File: src/rtl/regfile_gen.sv
// regfile_gen: parametrised register file for the pipelined datapath.
// One clocked write port, two combinational read ports and a per-register
// pending-write scoreboard. Register 0 always reads as zero and is never
// marked pending.
//
// Optional feature macro: REGFILE_BYPASS_EN
//   defined   -> a same-cycle write to the read address is forwarded to
//                da/db and masks the matching hazard
//   undefined -> read ports and hazards reflect registered state only
//
// Ports:
//   clk, rst_n           clock, asynchronous active-low reset
//   RegWrite, rc, dc     write enable, write address, write data
//   ra, rb               read addresses (ports A/B)
//   da, db               read data (combinational)
//   busy_set, busy_addr  mark a register as pending (long-latency producer)
//   hazard_a, hazard_b   read address holds a pending write (combinational)
//   busy_cnt             number of pending registers (registered)
module regfile_gen #(
    parameter int unsigned DATA_W = 32,
    parameter int unsigned ADDR_W = 5
) (
    input  logic              clk,
    input  logic              rst_n,
    input  logic              RegWrite,
    input  logic [ADDR_W-1:0] rc,
    input  logic [DATA_W-1:0] dc,
    input  logic [ADDR_W-1:0] ra,
    input  logic [ADDR_W-1:0] rb,
    output logic [DATA_W-1:0] da,
    output logic [DATA_W-1:0] db,
    input  logic              busy_set,
    input  logic [ADDR_W-1:0] busy_addr,
    output logic              hazard_a,
    output logic              hazard_b,
    output logic [ADDR_W:0]   busy_cnt
);

    localparam int unsigned NUM_REGS = 2 ** ADDR_W;
    localparam int unsigned CNT_W    = ADDR_W + 1;

    logic [DATA_W-1:0]   mem_q [NUM_REGS];
    logic [DATA_W-1:0]   mem_d [NUM_REGS];
    logic [NUM_REGS-1:0] busy_q;
    logic [NUM_REGS-1:0] busy_d;
    logic [CNT_W-1:0]    busy_cnt_q;
    logic [CNT_W-1:0]    busy_cnt_d;

    logic wr_en;
    logic set_en;
    logic set_new;
    logic clr_old;

    // Qualified write/set strobes and their effect on the pending count.
    // A set and write on the same address leaves the register pending, so
    // that write never counts as a clear.
    always_comb begin
        wr_en   = RegWrite && (rc != '0);
        set_en  = busy_set && (busy_addr != '0);
        set_new = set_en && !busy_q[busy_addr];
        clr_old = wr_en && busy_q[rc] && !(set_en && (busy_addr == rc));
    end

    // Next-state for storage, scoreboard and counter; set applied after
    // the write-clear so the newer producer wins.
    always_comb begin
        mem_d      = mem_q;
        busy_d     = busy_q;
        busy_cnt_d = busy_cnt_q;
        if (wr_en) begin
            mem_d[rc]  = dc;
            busy_d[rc] = 1'b0;
        end
        if (set_en) begin
            busy_d[busy_addr] = 1'b1;
        end
        case ({set_new, clr_old})
            2'b10:   busy_cnt_d = busy_cnt_q + CNT_W'(1);
            2'b01:   busy_cnt_d = busy_cnt_q - CNT_W'(1);
            default: busy_cnt_d = busy_cnt_q;
        endcase
    end

    // State registers.
    always_ff @(posedge clk or negedge rst_n) begin
        if (!rst_n) begin
            for (int i = 0; i < int'(NUM_REGS); i++) begin
                mem_q[i] <= '0;
            end
            busy_q     <= '0;
            busy_cnt_q <= '0;
        end else begin
            mem_q      <= mem_d;
            busy_q     <= busy_d;
            busy_cnt_q <= busy_cnt_d;
        end
    end

    // Read port A.
    always_comb begin
        da       = (ra == '0) ? '0 : mem_q[ra];
        hazard_a = busy_q[ra] && (ra != '0);
`ifdef REGFILE_BYPASS_EN
        if (wr_en && (rc == ra)) begin
            da       = dc;
            hazard_a = 1'b0;
        end
`endif
    end

    // Read port B.
    always_comb begin
        db       = (rb == '0) ? '0 : mem_q[rb];
        hazard_b = busy_q[rb] && (rb != '0);
`ifdef REGFILE_BYPASS_EN
        if (wr_en && (rc == rb)) begin
            db       = dc;
            hazard_b = 1'b0;
        end
`endif
    end

    assign busy_cnt = busy_cnt_q;

endmodule
File: config.mk
export PLATFORM = sky130hd
export DESIGN_NAME = regfile_gen
export DESIGN_NICKNAME = d
export VERILOG_FILES = /design/src/rtl/regfile_gen.sv
export SDC_FILE = /design/constraint.sdc
export NUM_CORES = 2
export LEC_CHECK = 0
export ABC_CLOCK_PERIOD_IN_PS = 3050
export CORE_ASPECT_RATIO = 1.1
export CORE_UTILIZATION = 40
export CTS_CLUSTER_DIAMETER = 40
export DETAILED_ROUTE_END_ITERATION = 16
export SLEW_MARGIN = 10
export SYNTH_ARGS = -nofsm -noshare
export SYNTH_HDL_FRONTEND = slang
export SYNTH_SLANG_ARGS = --single-unit
File: constraint.sdc
create_clock -name clk -period 3.05 [get_ports clk]
set_clock_uncertainty 0.05 [all_clocks]
set_input_delay 0.305 -clock clk [delete_from_list [all_inputs] [get_ports clk]]
set_output_delay 0.305 -clock clk [all_outputs]
set_load 0.01 [all_outputs]
==> results.toml <==
[power_and_ir_drop]
finalPower_mw = 46.6
ir_drop_v = 0.000649
p_per_area_mw_per_mm2 = 674
leakage_nw = 29.7

[synthesis]
yosys.area.top_type = "dfrtp_1"
yosysSeqAreaShare_pct = 46.8
synth_adder_area_share_pct = 0.145
syn_inst = 3557
yosys.area_share.simple_pct = 1.13
synth_xor_xnor_area_share_pct = 0.139
yosys_warnings = 0
synth_top_family_by_area = "multiplexers"
synth_area_mm2 = 0.0568
synth_fp_nets = 3619
synth-main-ff-cell = "dfrtp_1"
yosysMostFrequentCell = "dfrtp_1"
yosys-mux-area-fraction_pct = 45.1
synth_top_area_share_pct = 46.8
ys_top_cells_by_count = "dfrtp_1 (1062), mux2_2 (993), mux4_2 (609)"
async_flop_share_pct = 100
avgSynthCellArea_um2 = 16.0
synth_edf_count = 0
synth.distinct_cells = 51
ys_ff_latch = 1062
synth_compound_area_share_pct = 2.70
synth_area_leaders = "dfrtp_1 (47%), mux4_2 (24%), mux2_2 (20%), buf_2 (1.6%), clkbuf_1 (1.3%)"

[sta]
finalWorstSetupSlack_ns = -0.0150
worst_pin_slew_ns = 1.13
finalCritPeriodShare_pct = 100
setup_viol = 2
rsz0062_at_grt = "true"
slew_headroom_pct = 24.6
drv_slew = 0
fin_crit_ns = 3.07
final-hold-violation-count = 0
whs_ns = 0.136
fin_tns_setup_ns = -0.0156
fmax_ghz = 0.326

[placement]
numPortBuffers = 127
place.gp.congestion = 0.905
place_hpwl_um = 122000
dp.cells = 5528

[floorplanning]
fp.dieH_um = 397
core_mm2 = 0.141
initial_core_util_pct = 40.4
dieArea_mm2 = 0.144
num_rows = 144
die_w_um = 361
num_io_pins = 128

[critical_path]
critPathCaptureType = "primary output"
critical_path_class = "flop to primary output"
timing.rr.start = "busy_q[17]"
reg2regPathDepth = 10
crit_required_ns = 2.69
cp.arrival_ns = 2.71
cp_max_fo = 3
r2r-end = "busy_cnt[5]"
r2r_slack_ns = 0.04
startpoint_type = "flop"

[route]
vias = 36200
ant_nets = 0
wl_per_cell_um = 31.6
first_pass_iters = 5
drt-total-wl_um = 183000
vias_per_cell = 6.25
drt_iter0_drc = 2813
drt_drc_violations_left = 0

[finish]
stdcell_count = 5801
drive_gt1_share_pct = 61.8
area_growth_pct = 21.7
fin_util_pct = 49.2
nets = 3917

[worst_hold_path]
min_path_type = "input pin to async pin"

[clock_network]
clk_path_buf_depth = 3
cts_buffers = 148
cts_tree = "yes"
clock-sinks = 1062
htree_levels = 4
path_clk_slew_ns = 0.06
root_buffer = "clkbuf_16"
clock_latency_ns = 0.78

[run_status]
violations = "setup timing"
status = "complete, but fails checks"

[global_routing]
grt_pass1_vias = 37900
grt_first_pass_wirelength_um = 271000
grt_usage_pct = 25.9
antenna_found_initial = 7
overflow = 0
grt_max_degree = 88

[run]
cap_violations = 0
## worst max-delay path, stage by stage (launching register included)
cell and delay [ns]:
dfrtp_1 0.39, buf_6 0.13, mux4_2 0.48, mux4_2 0.54, inv_2 0.10, a221oi_4 0.11, buf_6 0.17
## per-layer routing
| metal | wire length, um | GRT usage (%) | share of wire, % |
|---|---|---|---|
| met5 | 37 | 0 | 0.020 |
| met4 | 6780 | 9.76 | 3.7 |
| met3 | 10500 | 4.36 | 5.7 |
| met2 | 89000 | 41.7 | 49 |
| met1 | 76900 | 35.2 | 42 |
## registers in the layout, summed over array words and instances (netlist names)
| signal | count |
|---|---|
| mem_q | 1024 |
| busy_q | 32 |
| busy_cnt | 6 |
## stage by stage
step | setup slack, ns | area (um2)
finish | -0.0150 | 69100
detailed placement | -0.669 | 63600
global route | -0.0747 | 69100
global placement | -0.626 | 63600
floorplan | 0.0211 | 56800
CTS | -0.0530 | 69000
## cell type report
| cell class | instances | area [um2] |
|---|---|---|
| multi-input cells | 1997 | 28600 |
| repair buffers | 568 | 6270 |
| clock buffers | 190 | 4140 |
| inverters | 78 | 345 |
| fillers | 11900 | 71400 |
| flip-flops and latches | 1062 | 26600 |
| well taps | 1825 | 2280 |
| clock inverters | 78 | 898 |
| diodes | 3 | 7.51 |
## where the power goes
part	switching, mW	internal, mW
Clock	6.83	10.8
Sequential	1.93	16.8
Combinational	3.99	6.21
## logic make-up after synthesis
logic type / count (synthesis)
flops: 1062
compound gates: 186
mux: 1672
fa+ha+maj: 6
simple gates: 124
xor+xnor: 9
buf+inv: 498
## how the worst max path moves through the flow
| stage | startpoint | to | cells after the start |
|---|---|---|---|
| after floorplan | busy_addr[0] | busy_cnt[5] | 11 |
| after global placement | busy_addr[0] | busy_cnt[4] | 12 |
| after detailed placement | busy_addr[0] | busy_cnt[4] | 12 |
| after CTS | busy_q[31] | hazard_b | 6 |
| after global routing | busy_q[19] | busy_cnt[5] | 10 |
| final | busy_q[31] | hazard_a | 6 |
## placed cells by master (no fill, tap or decap), types with 17 or more instances in the layout
master / synthesis / final
buf_4: 13 / 299
nand2_1: 41 / 23
mux4_2: 609 / 609
clkinv_1: 62 / 41
clkbuf_8: 0 / 19
buf_2: 176 / 19
clkdlybuf4s50_1: 0 / 50
a221oi_1: 66 / 29
clkbuf_1: 192 / 20
buf_12: 0 / 131
clkdlybuf4s15_1: 0 / 17
o221ai_1: 67 / 67
inv_6: 0 / 17
clkbuf_16: 0 / 155
mux2i_1: 70 / 70
dfrtp_1: 1062 / 1060
mux2_2: 993 / 993
clkinv_2: 0 / 33
clkinv_4: 0 / 17
a221oi_2: 0 / 28
## timing repair
item                                   4_1_cts  5_1_grt
buffers inserted                             7        3
resized for setup                          272       41
pin swaps                                    8       11
hold buffers                                 1        0
gates cloned                                 1        2
setup endpoints to repair                   68       24
endpoints found under the hold margin       57        0
Power figures use the tool's default switching activity.
